## src/rtl/demux_pkg.sv

```systemverilog
// Shared constants and helpers for the stream demultiplexer family.
package demux_pkg;

    localparam logic MODE_ADDR = 1'b0;
    localparam logic MODE_RR   = 1'b1;
    localparam int   ERR_CNT_W = 8;

    // Select width that never collapses to zero bits, even for a single channel.
    function automatic int clog2_min1(input int n);
        return ($clog2(n) < 1) ? 1 : $clog2(n);
    endfunction

endpackage

```

## src/rtl/demux_stream.sv

```systemverilog
// 1-to-N registered stream demultiplexer with addressed and round-robin routing.
// One holding register feeds the selected output channel; unselected channels read zero.
module demux_stream
    import demux_pkg::*;
#(
    parameter  int N    = 4,
    parameter  int W    = 8,
    localparam int SELW = clog2_min1(N)
) (
    input  logic                 clk,
    input  logic                 rst_n,
    input  logic [W-1:0]         in_data,
    input  logic                 in_valid,
    output logic                 in_ready,
    input  logic [SELW-1:0]      in_sel,
    input  logic                 mode,
    output logic [N*W-1:0]       out_data,
    output logic [N-1:0]         out_valid,
    input  logic [N-1:0]         out_ready,
    output logic [SELW-1:0]      rr_ptr,
    output logic [ERR_CNT_W-1:0] err_cnt
);

    localparam logic [SELW:0]   N_L     = N[SELW:0];
    localparam logic [SELW-1:0] LAST_CH = SELW'(N - 1);

    logic [W-1:0]         data_q;
    logic [SELW-1:0]      dest_q;
    logic                 full_q;
    logic [SELW-1:0]      rr_q;
    logic [ERR_CNT_W-1:0] err_q;

    logic            drain;
    logic            accept;
    logic [SELW-1:0] next_dest;
    logic            dest_ok;

    // Handshake: a beat moves on any edge where valid && ready are both high.
    // in_ready passes the selected consumer's ready through, so a held beat can
    // drain and a new beat load on the same edge (one beat per cycle).
    assign drain     = full_q && out_ready[dest_q];
    assign in_ready  = !full_q || out_ready[dest_q];
    assign accept    = in_valid && in_ready;
    assign next_dest = (mode == MODE_RR) ? rr_q : in_sel;
    assign dest_ok   = ({1'b0, next_dest} < N_L);

    assign rr_ptr  = rr_q;
    assign err_cnt = err_q;

    always_ff @(posedge clk or negedge rst_n) begin
        if (!rst_n) begin
            data_q <= '0;
            dest_q <= '0;
            full_q <= 1'b0;
            rr_q   <= '0;
            err_q  <= '0;
        end else begin
            // An out-of-range beat is swallowed, so a concurrent drain still empties.
            if (accept && dest_ok) begin
                data_q <= in_data;
                dest_q <= next_dest;
                full_q <= 1'b1;
            end else if (drain) begin
                full_q <= 1'b0;
            end

            if (accept && (mode == MODE_RR)) begin
                rr_q <= (rr_q == LAST_CH) ? '0 : rr_q + 1'b1;
            end

            if (accept && !dest_ok && (err_q != '1)) begin
                err_q <= err_q + 1'b1;
            end
        end
    end

    // Outputs depend only on the holding register, so they are glitch-free per cycle.
    always_comb begin
        out_valid = '0;
        out_data  = '0;
        for (int k = 0; k < N; k++) begin
            if (full_q && (dest_q == SELW'(k))) begin
                out_valid[k]        = 1'b1;
                out_data[k*W +: W]  = data_q;
            end
        end
    end

endmodule

```

## config.mk

```make
export PLATFORM = sky130hd
export DESIGN_NAME = demux_stream
export DESIGN_NICKNAME = d
export VERILOG_FILES = /design/src/rtl/demux_pkg.sv /design/src/rtl/demux_stream.sv
export SDC_FILE = /design/constraint.sdc
export NUM_CORES = 1
export LEC_CHECK = 0
export CELL_PAD_IN_SITES_DETAIL_PLACEMENT = 1
export CELL_PAD_IN_SITES_GLOBAL_PLACEMENT = 1
export CORE_MARGIN = 2
export CORE_UTILIZATION = 26
export CTS_CLUSTER_SIZE = 30
export DETAILED_ROUTE_END_ITERATION = 6
export GPL_ROUTABILITY_DRIVEN = 1
export PLACE_DENSITY = 0.82
export SYNTH_ARGS = -nofsm -noshare
export SYNTH_HDL_FRONTEND = slang
export SYNTH_SLANG_ARGS = --single-unit
```

## constraint.sdc

```tcl
create_clock -name clk -period 3.55 [get_ports clk]
set_input_delay 0.71 -clock clk [delete_from_list [all_inputs] [get_ports clk]]
set_output_delay 0.71 -clock clk [all_outputs]
set_load 0.03 [all_outputs]
```

==> Word-level counts from Yosys, hierarchy flattened <==
Index checks and enable logic that the tools add are counted.
{ "classes": {"mul": 0, "div": 0, "addsub": 1, "bitwise_logic": 0, "order_cmp": 1, "n_reduce_logical": 11, "n_eq_ne": 4, "shifts": 0, "mux": 14} }
{ "op_table": {"columns": ["op", "count"], "rows": [
  ["$mux W8", 4],
  ["$logic_and A1 B1 Y1", 7],
  ["$mux W1", 7],
  ["$eq A2 B2 Y1 const B", 3],
  ["$mux W2", 2],
  ["$lt A2 B3 Y1 const B", 1],
  ["$add A2 B1 Y2 const B", 1],
  ["$bmux W1 S2", 1],
  ["$eq A2 B1 Y1 const B", 1],
  ["$logic_not A2 Y1", 1],
  ["$reduce_bool A2 Y1", 1],
  ["$logic_not A1 Y1", 1],
  ["$logic_or A1 B1 Y1", 1]
]} }
{ "word_totals": {"wordCells": 35, "mem_bits_ro": 0, "regBits": 13, "memories": 0, "ramBits": 0, "latch_bits": 0} }

==> Longest topological paths before layout <==
Gate-level depths: netlist of run 1.
{ "logic_depth": {"word_depth": 5, "depth_mapped": 4, "depth_no_buf": 3} }

==> Least setup slack after synthesis of run 1 <==
OpenSTA, ideal clock, no wires.
{ "synth_timing": {"kind": "register to output", "from": "reg dest_q[1]", "to": "out out_data[0]", "stages_incl_launch_ff": 5, "arrival_ps": 1483, "required_ps": 2840, "slack_ps": 1357, "n_path_buf": 1, "cell_sequence": "dfrtp_1 nor2b_1 and2b_2 clkbuf_1 and2_1"} }
{ "synth_via": {"elab_chain_cells": 3} }
{ "synth_lines": {"columns": ["item", "line_no", "rtl"], "rows": [
  ["start: declaration", "demux_stream.sv:28", "logic [SELW-1:0] dest_q;"],
  ["start signal: assignment", "demux_stream.sv:61", "dest_q <= next_dest;"],
  ["$logic_not A2 Y1", "demux_stream.sv:82", "if (full_q && (dest_q == SELW'(k))) begin"],
  ["$logic_and A1 B1 Y1", "demux_stream.sv:82", null],
  ["$mux W8", "demux_stream.sv:82", null],
  ["end: declaration", "demux_stream.sv:17", "output logic [N*W-1:0] out_data,"]
]} }
No other way between the ends.

==> Final worst setup path of run 1 <==
{ "layout_timing": {"from": "in out_ready[3]", "to": "out in_ready"} }
{ "layout_via": {"elab_chain_cells": 3} }
{ "layout_lines": {"columns": ["item", "line_no", "rtl"], "rows": [
  ["start: declaration", "demux_stream.sv:19", "input logic [N-1:0] out_ready,"],
  ["$bmux W1 S2", "demux_stream.sv:42", "assign in_ready = !full_q || out_ready[dest_q];"],
  ["$mux W1 (implied by the code)", "demux_stream.sv:42", null],
  ["$logic_or A1 B1 Y1", "demux_stream.sv:42", null],
  ["end: declaration", "demux_stream.sv:14", "output logic in_ready,"]
]} }
No other way between the ends. The select of a mux whose other input is x is not followed.

==> out/metrics.yaml, run 1 <==
run_status:
  status: "completed"
place:
  dp_worst_setup_slack_ns: 0.587
  io_buffers: 56
  dpl_cell_area_sq_um: 1490
  gp_congestion: 0.794
  detailed_place_hpwl_um: 2200
grt:
  overflow: 0
  grt_usage_pct: 13.5
  grt_pass1_wl_um: 4200
  grt_max_degree: 16
  grt_antenna_before_repair: 0
  grt_pass1_vias: 848
yosys:
  synth_area_sq_um: 932
  synth_top_family_by_area: "simple AND/OR/NAND/NOR gates"
  synthSimpleGateAreaFrac_pct: 27.4
  synth.distinct_cells: 20
  synth_adder_area_share_pct: 1.34
  yosys.area.top_type: "dfrtp_1"
  synth_xor_area_share_pct: 0
  muxShareOfSynthArea_pct: 23.1
  avgSynthCellArea_sq_um: 10.4
  yosysSeqAreaShare_pct: 34.9
  syn_inst: 90
  synth_compound_area_share_pct: 2.82
  yosys_warnings: 0
  synth_top_cell_area_share_pct: 34.9
  ys_seq_elements: 13
  synthTopCellsByArea: "dfrtp_1, and2_1, mux2_4, buf_4, and3_1"
worst_setup_path:
  path_depth: 4
  cp_num_buf_inv: 2
  cp-start-kind: "input pin"
  critical_path.startpoint: "out_ready[3]"
  cp_max_fo: 3
  critPathSlowestCell: "clkdlybuf4s50_1"
  cp.required_ns: 2.84
  ff2ff_path_depth: 3
  worstPathCellList: "clkdlybuf4s50_1 -> mux2i_1 -> a22oi_1 -> clkdlybuf4s50_1"
  cp-end-kind: "output pin"
  reg2reg_from: "dest_q[0]"
  crit_end: "in_ready"
  cpPeakStageDelay_ns: 0.72
  rr_endpoint: "data_q[1]"
  cp.arrival_ns: 2.25
  r2r_setup_slack_ns: 1.50
  cp_top_family: "buffers and inverters"
  cpMostUsedCell: "clkdlybuf4s50_1"
  path_class: "in2out"
sta:
  fmax_mhz: 338
  period_share_pct: 83.4
  whs_ns: 0.583
  maxSlewHeadroom_pct: 56.0
  skew_ns: 0.000373
  setup_viol: 0
  period_minus_slack_ns: 2.96
  rsz0062_at_grt: "false"
  setup_tns_ns: 0
  tightest_slew_ns: 0.659
  hold_violations: 0
  setup_ws_ns: 0.591
  finalMaxSlewViolations: 0
hold_path:
  min_path_cells: 1
  hold_class: "reg2reg"
clocking:
  clk_latency_ns: 0.27
  ctsHoldBuffers: 0
  cts_resized: 0
  htree_levels: 1
  cts_root_buf: "clkbuf_4"
  cts_buffer_depth: 2
  cts.sinks: 13
  post-cts-setup-buffers: 0
  cts_tree: "done"
  clk_pin_slew_worst_paths_ns: 0.07
  tritoncts.num_buffers: 3
power:
  p_per_area_nw_per_um2: 902
  p_leak_nw: 0.681
  ir_worst_vdd_v: 0.000372
routing:
  vias_per_cell: 4.28
  ant_nets: 0
  drc: 0
  firstDrtPassIters: 4
  via_count: 814
  drt-total-wl_um: 2630
  routedWlPerCell_um: 13.8
  drt_iter0_drc: 15
cells_and_area:
  final_common_cell: "clkdlybuf4s50_1"
  syn_to_final_growth_pct: 63.1
  fillCellCount: 391
  drive_gt1_share_pct: 14.6
  nNetsFinal: 164
  final_cell_mix: "clkdlybuf4s50_1, and2_1, dfrtp_1"
  regArea_sq_um: 325
  diodes: 0
  multi_input_area_sq_um: 539
  final_area_sq_um: 1520
floorplan:
  initial_core_util_pct: 27.5
  die_w_um: 63.9
  num_rows: 21
  coreArea_sq_um: 3390
  dieArea_sq_um: 4080
  ioPinCount: 65
  chipHeight_um: 63.9
run:
  maxCapViolations: 0
## worst min-delay path by stage
stage,end,slack [ns],startpoint
floorplan,data_q[0],0.41,rst_n
global placement,dest_q[1],0.55,dest_q[1]
detailed placement,rr_ptr[1],0.56,rr_ptr[1]
CTS,rr_ptr[1],0.58,rr_ptr[1]
global route,rr_ptr[1],0.61,rr_ptr[1]
finish,data_q[4],0.58,data_q[4]
## Yosys cell counts
cell type / n
and2_1: 26
a221oi_1: 1
clkbuf_1: 5
inv_1: 1
mux2i_1: 2
ha_1: 1
conb_1: 1
buf_4: 8
mux2_4: 10
and2b_2: 2
nor2_1: 1
nor2b_1: 1
buf_6: 1
nand2_1: 2
mux2_2: 4
a221o_1: 1
and3_2: 1
and3_1: 8
dfrtp_1: 13
a22oi_1: 1
## per-stage QoR
stage | std cells | util, % | total power, W
2_1_floorplan | 97 | - | 0.000915
3_3_place_gp | 186 | 44.1 | 0.00126
3_5_place_dp | 186 | 44.1 | 0.00130
4_1_cts | 190 | 44.9 | 0.00139
5_1_grt | 190 | 44.9 | 0.00146
6_report | 190 | 44.9 | 0.00137
## per-layer routing
metal  global-route usage [%]  vias to the layer above  part of all wire, %
met1                     16.3                      370                   41
met4                     6.52                        0                  2.0
met3                     2.64                        4                  7.9
met2                     22.9                       47                   49
li1                         -                      393                    -
met5                        0                        -                    0
## power by group
group	switching, W	leakage (nW)	internal (W)
clock	0.0000452	0.0150	0.0000435
combinational	0.000506	0.514	0.000455
sequential	0.000102	0.151	0.000220
## worst register-to-register path: cells and delay by family, from the launching register on
family	cells	cell delay, ns
DFF	1	0.61
muxes	2	0.70
AOI/OAI and AO/OA	1	0.63
## cells by family (layout without fill, tap and decap cells)
group / count (synthesis) / in the layout
compound gates: 3 / 3
fa+ha+maj: 1 / 1
buf+inv: 15 / 62
flops: 13 / 13
mux: 16 / 16
other cells: 1 / 8
simple gates: 41 / 41
## flip-flops by register name, indices dropped and copies added, names as in the netlist
name	count
dest_q	2
rr_ptr	2
data_q	8
full_q	1
## area by class of cell
| type | instances | share of cell area (%) |
|---|---|---|
| clock buffer | 4 | 1.73 |
| inverter | 1 | 0.247 |
| multi-input combinational | 69 | 35.5 |
| sequential | 13 | 21.4 |
| tap | 46 | 3.79 |
| timing repair buffer | 57 | 37.4 |
No activity file was read; power rests on OpenSTA's default activity.
==> run 2, diff against run 1 <==
--- a/config.mk
+++ b/config.mk
@@ -8,11 +8,11 @@
 export CELL_PAD_IN_SITES_DETAIL_PLACEMENT = 1
 export CELL_PAD_IN_SITES_GLOBAL_PLACEMENT = 1
 export CORE_MARGIN = 2
-export CORE_UTILIZATION = 26
+export CORE_UTILIZATION = 22
 export CTS_CLUSTER_SIZE = 30
 export DETAILED_ROUTE_END_ITERATION = 6
 export GPL_ROUTABILITY_DRIVEN = 1
-export PLACE_DENSITY = 0.82
+export PLACE_DENSITY = 0.74
 export SYNTH_ARGS = -nofsm -noshare
 export SYNTH_HDL_FRONTEND = slang
 export SYNTH_SLANG_ARGS = --single-unit
==> constraint.sdc (replaced) <==
create_clock -name clk -period 2.6 [get_ports clk]
set_input_delay 0.52 -clock clk [delete_from_list [all_inputs] [get_ports clk]]
set_output_delay 0.52 -clock clk [all_outputs]
set_load 0.03 [all_outputs]
==> run 2 against run 1 <==
  * Utilization is 6.4 points lower
  * Critical endpoint is now out_data[18]
  * Highest routed layer unchanged
  * Wire length is 4.1% higher
  * Count of clock-buffer cells in the layout stayed put
  * Clock power is 92% higher
  * Power is 40% higher
  * Clock skew is 0.0011 ns higher
  * Via count is 1.6% higher
  * Register-to-register slack worse by 0.83 ns
  * Worst setup slack worse by 0.40 ns
  * Worst hold slack worse by 0.022 ns
  * Global-route usage is 1.7 points lower
  * First-iteration DRC count is 40% higher
==> out/metrics.yaml, run 2 (same netlist as run 1, synthesis figures left out) <==
run_status:
  status: "completed"
clocking:
  cts.sinks: 13  # unchanged
  ctsHoldBuffers: 0  # unchanged
  clk_latency_ns: 0.23  # -0.04 ns
  htree_levels: 1  # unchanged
  cts_root_buf: "clkbuf_8"
  cts_tree: "done"
  tritoncts.num_buffers: 3  # unchanged
  cts_resized: 0  # unchanged
  cts_buffer_depth: 2  # unchanged
  clk_pin_slew_worst_paths_ns: 0.05  # -0.02 ns
  post-cts-setup-buffers: 0  # unchanged
power:
  total_power_w: 0.00192  # +40%
  ir_worst_vdd_v: 0.000338  # -9.0%
  p_per_area_nw_per_um2: 1240  # +38%
  p_leak_nw: 0.693  # +1.8%
sta:
  setup_viol: 0  # unchanged
  whs_ns: 0.561  # -0.0221 ns
  setup_tns_ns: 0  # unchanged
  finalMaxSlewViolations: 0  # unchanged
  tightest_slew_ns: 0.668  # +0.00915 ns
  skew_ns: 0.00152  # +0.00115 ns
  rsz0062_at_grt: "false"
  period_minus_slack_ns: 2.41
  fmax_mhz: 415
  hold_violations: 0  # unchanged
  period_share_pct: 92.7
  maxSlewHeadroom_pct: 55.4  # -0.61 points
cells_and_area:
  nNetsFinal: 164  # unchanged
  largest-register: "data_q"
  final_cell_mix: "clkdlybuf4s50_1, and2_1, dfrtp_1"
  drive_gt1_share_pct: 15.3  # +0.69 points
  final_common_cell: "clkdlybuf4s50_1"
  diodes: 0  # unchanged
  fillCellCount: 459  # +17%
  largest_register_ffs: 8  # unchanged
  syn_to_final_growth_pct: 66.0
floorplan:
  num_rows: 23  # +9.5%
  die_w_um: 69.1  # +8.2%
  chipHeight_um: 69.1  # +8.2%
  dieArea_sq_um: 4770  # +17%
  ioPinCount: 65  # unchanged
  coreArea_sq_um: 4030  # +19%
  initial_core_util_pct: 23.1  # -4.4 points
worst_setup_path:
  rr_endpoint: "data_q[1]"
  cp-end-kind: "output pin"
  critical_path.startpoint: "dest_q[1]"
  cp.arrival_ns: 1.89  # -0.36 ns
  r2r_setup_slack_ns: 0.67  # -0.83 ns
  path_class: "reg2out"
  cp.required_ns: 2.08  # -0.76 ns
  ff2ff_path_depth: 3  # unchanged
  crit_end: "out_data[18]"
  cp-start-kind: "flop"
  cp_max_fo: 9  # +6
  reg2reg_from: "dest_q[0]"
routing:
  via_count: 827  # +1.6%
  drc: 0  # unchanged
  routedWlPerCell_um: 14.1  # +2.0%
  firstDrtPassIters: 4  # unchanged
  drt-total-wl_um: 2740  # +4.1%
  drt_iter0_drc: 21  # +6
  vias_per_cell: 4.26  # -0.50%
  ant_nets: 0  # unchanged
grt:
  grt_usage_pct: 11.9  # -1.7 points
  grt_pass1_vias: 920  # +8.5%
  grt_antenna_before_repair: 0  # unchanged
  grt_pass1_wl_um: 4570  # +8.9%
  grt_max_degree: 16  # unchanged
  overflow: 0  # unchanged
hold_path:
  min_from: "dest_q[1]"
  hold_class: "reg2reg"
place:
  io_buffers: 56  # unchanged
  detailed_place_hpwl_um: 2320  # +5.3%
  gp_congestion: 0.736  # -7.4%
run:
  maxCapViolations: 0  # unchanged
run 2: cell count changes in the layout (fill, tap and decap cells not counted), sizes merged:
cell,delta
dlymetal6s2s,+1
clkdlybuf4s50,-1
run 2: area by class of cell:
class / instances / area (sq um) / share of cell area (%)
Tap cell: 50 / 62.6 / 4.04
Sequential cell: 13 / 327 / 21.1
Timing Repair Buffer: 57 / 571 / 36.9
Multi-Input combinational cell: 69 / 539 / 34.8
Inverter: 1 / 3.75 / 0.243
Clock buffer: 4 / 45.0 / 2.91
run 2: report_power, final:
part           internal (W)  switching, W  total, W
sequential         0.000304      0.000137  0.000441
clock              0.000108     0.0000625  0.000170
combinational      0.000619      0.000694   0.00131
total               0.00103      0.000893   0.00192
run 2: worst max-delay path, cell delays in order (launching register included):
cell             delay [ns]
dfrtp_1                0.38
and2_1                 0.21
and2b_2                0.25
and2_1                 0.15
clkdlybuf4s50_1        0.68
run 2: routing by layer:
| layer | wire (um) | global-route usage [%] |
|---|---|---|
| met2 | 1520 | 22.5 |
| met4 | 34 | 5.88 |
| met1 | 1080 | 12.7 |
| met5 | 0 | 0 |
| met3 | 109 | 1.46 |
run 2: metrics by stage:
stage | instances | worst slack (ns) | utilization [%] | area [sq um]
5_1_grt | 194 | 0.0357 | 38.4 | 1550
4_1_cts | 194 | 0.0303 | 38.3 | 1540
3_3_place_gp | 190 | 0.0651 | 37.2 | 1500
2_1_floorplan | 97 | 0.597 | - | 958
6_report | 194 | 0.190 | 38.4 | 1550
3_5_place_dp | 190 | 0.0304 | 37.2 | 1500
run 2: worst min path at each step:
stage	end	depth (start not counted)	slack (ns)
6_report	dest_q[1]	1	0.56
2_1_floorplan	data_q[0]	0	0.22
4_1_cts	dest_q[1]	1	0.56
3_3_place_gp	dest_q[1]	1	0.53
3_5_place_dp	data_q[1]	1	0.55
5_1_grt	data_q[2]	1	0.61
==> run 3, diff against run 2 <==
--- a/config.mk
+++ b/config.mk
@@ -12,6 +12,7 @@
 export CTS_CLUSTER_SIZE = 30
 export DETAILED_ROUTE_END_ITERATION = 6
 export GPL_ROUTABILITY_DRIVEN = 1
+export MAX_ROUTING_LAYER = met4
 export PLACE_DENSITY = 0.74
 export SYNTH_ARGS = -nofsm -noshare
 export SYNTH_HDL_FRONTEND = slang
==> constraint.sdc (replaced) <==
create_clock -name clk -period 2.2 [get_ports clk]
set_input_delay 0.44 -clock clk [delete_from_list [all_inputs] [get_ports clk]]
set_output_delay 0.44 -clock clk [all_outputs]
set_load 0.03 [all_outputs]
==> run 3 against run 2 <==
  * Power is 16% higher
  * Cell count rose by 1.0%
  * Worst setup slack lost 0.041 ns
  * Worst hold slack gained 0.0034 ns
  * Sequential power is 13% higher
  * Sequential share of layout area grew 0.35 points
  * Clock skew hardly changed
  * Wire length increased by 2.7%
  * Critical endpoint is now out_data[19]
  * Largest power group unchanged
==> out/metrics.yaml, run 3 (same netlist as run 1, synthesis figures left out) <==
clocking:
  ctsHoldBuffers: 0  # unchanged
  clk_pin_slew_worst_paths_ns: 0.05  # about the same
  htree_levels: 1  # unchanged
  cts_root_buf: "clkbuf_8"
  cts.sinks: 13  # unchanged
  tritoncts.num_buffers: 3  # unchanged
  cts_tree: "done"
  clk_latency_ns: 0.24  # about the same
  cts_buffer_depth: 2  # unchanged
cells_and_area:
  final_area_sq_um: 1520  # -2.0%
  drive_gt1_share_pct: 28.8  # +13 points
  diodes: 0  # unchanged
  syn_to_final_growth_pct: 62.7
  regArea_sq_um: 325  # -0.38%
  final_common_cell: "and2_1"
  fillCellCount: 465  # +1.3%
  post-route-util_pct: 37.6  # -0.78 points
  final_cell_mix: "and2_1, buf_4, clkdlybuf4s50_1"
  instances_no_fill: 196  # +1.0%
  largest-register: "data_q"
  multi_input_area_sq_um: 539  # unchanged
  nNetsFinal: 166  # +1.2%
  largest_register_ffs: 8  # unchanged
power:
  ir_worst_vdd_v: 0.000413  # +22%
  p_per_area_nw_per_um2: 1470  # +18%
  p_leak_nw: 0.896  # +29%
routing:
  routedWlPerCell_um: 14.3  # +1.7%
  vias_per_cell: 4.26  # about the same
  ant_nets: 0  # unchanged
  firstDrtPassIters: 4  # unchanged
  drt-total-wl_um: 2810  # +2.7%
  drt_iter0_drc: 11  # -48%
  via_count: 835  # +0.97%
  drc: 0  # unchanged
sta:
  setup_ws_ns: 0.148  # -0.0414 ns
  rsz0062_at_grt: "false"
  fmax_mhz: 487
  skew_ns: 0.00173  # +0.000210 ns
  hold_violations: 0  # unchanged
  tightest_slew_ns: 0.645  # -0.0231 ns
  setup_viol: 0  # unchanged
  period_minus_slack_ns: 2.05
  finalMaxSlewViolations: 0  # unchanged
  maxSlewHeadroom_pct: 57.0  # +1.5 points
  setup_tns_ns: 0  # unchanged
  period_share_pct: 93.3
grt:
  grt_max_degree: 14  # -2
  grt_antenna_before_repair: 0  # unchanged
  grt_pass1_vias: 904  # -1.7%
  overflow: 0  # unchanged
  grt_usage_pct: 12.4  # +0.56 points
  grt_pass1_wl_um: 4570  # unchanged
worst_setup_path:
  r2r_setup_slack_ns: 0.32  # -0.35 ns
  cp.required_ns: 1.76  # -0.32 ns
  reg2reg_from: "dest_q[0]"
  ff2ff_path_depth: 4  # +1
  cp_max_fo: 9  # unchanged
  cp.arrival_ns: 1.61  # -0.28 ns
  path_class: "reg2out"
  rr_endpoint: "data_q[5]"
  cp-end-kind: "output pin"
  critical_path.startpoint: "full_q"
  cp-start-kind: "flop"
place:
  dp_cells: 192  # +1.1%
  detailed_place_hpwl_um: 2310  # -0.33%
  gp_congestion: 0.726  # -1.4%
  dpl_cell_area_sq_um: 1470  # -2.2%
  io_buffers: 56  # unchanged
  dp_worst_setup_slack_ns: 0.00508  # -0.0253 ns
floorplan:
  die_w_um: 69.1  # unchanged
  dieArea_sq_um: 4770  # unchanged
  initial_core_util_pct: 23.1  # unchanged
  ioPinCount: 65  # unchanged
  coreArea_sq_um: 4030  # unchanged
  num_rows: 23  # unchanged
  chipHeight_um: 69.1  # unchanged
hold_path:
  hold_class: "in2async"
run_status:
  status: "completed"
run:
  maxCapViolations: 0  # unchanged
-- run 3: cell count changes in the layout (fill, tap and decap cells not counted), sizes merged --
cell           change
clkdlybuf4s50     -35
dlygate4sd2       +10
buf               +21
dlymetal6s2s       +6
-- run 3: metrics by stage --
stage / power (W) / hold WS, ns
5_1_grt: 0.00236 / 0.583
4_1_cts: 0.00226 / 0.568
2_1_floorplan: 0.00148 / 0.144
6_report: 0.00222 / 0.564
3_3_place_gp: 0.00203 / 0.536
3_5_place_dp: 0.00208 / 0.547
-- run 3: per-layer routing --
layer | global-route usage [%] | routed length, um | vias to the layer above | part of all wire (%)
met5 | - | 0 | - | 0
met4 | 5.88 | 55 | 0 | 2.0
li1 | - | - | 394 | -
met3 | 2.34 | 103 | 5 | 3.7
met2 | 22.3 | 1550 | 28 | 55
met1 | 13.0 | 1100 | 408 | 39
-- run 3: repair_timing --
action	4_1_cts	5_1_grt
setup endpoints to repair	10	7
gates resized for setup	10	7
setup buffers	0	0
pin swaps	0	0
-- run 3: worst max-delay path, stage by stage, from the launching register on --
cell           delay [ns]
dfrtp_1              0.39
and2_1               0.20
and2b_2              0.26
and2_1               0.17
dlygate4sd2_1        0.35
-- run 3: power breakdown --
part           switching, W  internal, W
Sequential         0.000141     0.000357
Clock             0.0000853     0.000128
Combinational      0.000849     0.000664
-- run 3: worst max path at each step --
stage,endpoint,slack [ns]
2_1_floorplan,out_data[0],0.28
3_3_place_gp,data_q[7],0.08
3_5_place_dp,data_q[5],0.005
4_1_cts,out_data[25],0.001
5_1_grt,out_data[23],0.07
6_report,out_data[19],0.15
-- run 3: area by class of cell --
cell class | instances | area share [%]
repair buffers | 59 | 35.6
multi-input cells | 69 | 35.6
flip-flops and latches | 13 | 21.5
well taps | 50 | 4.13
clock buffers | 4 | 2.97
inverters | 1 | 0.248
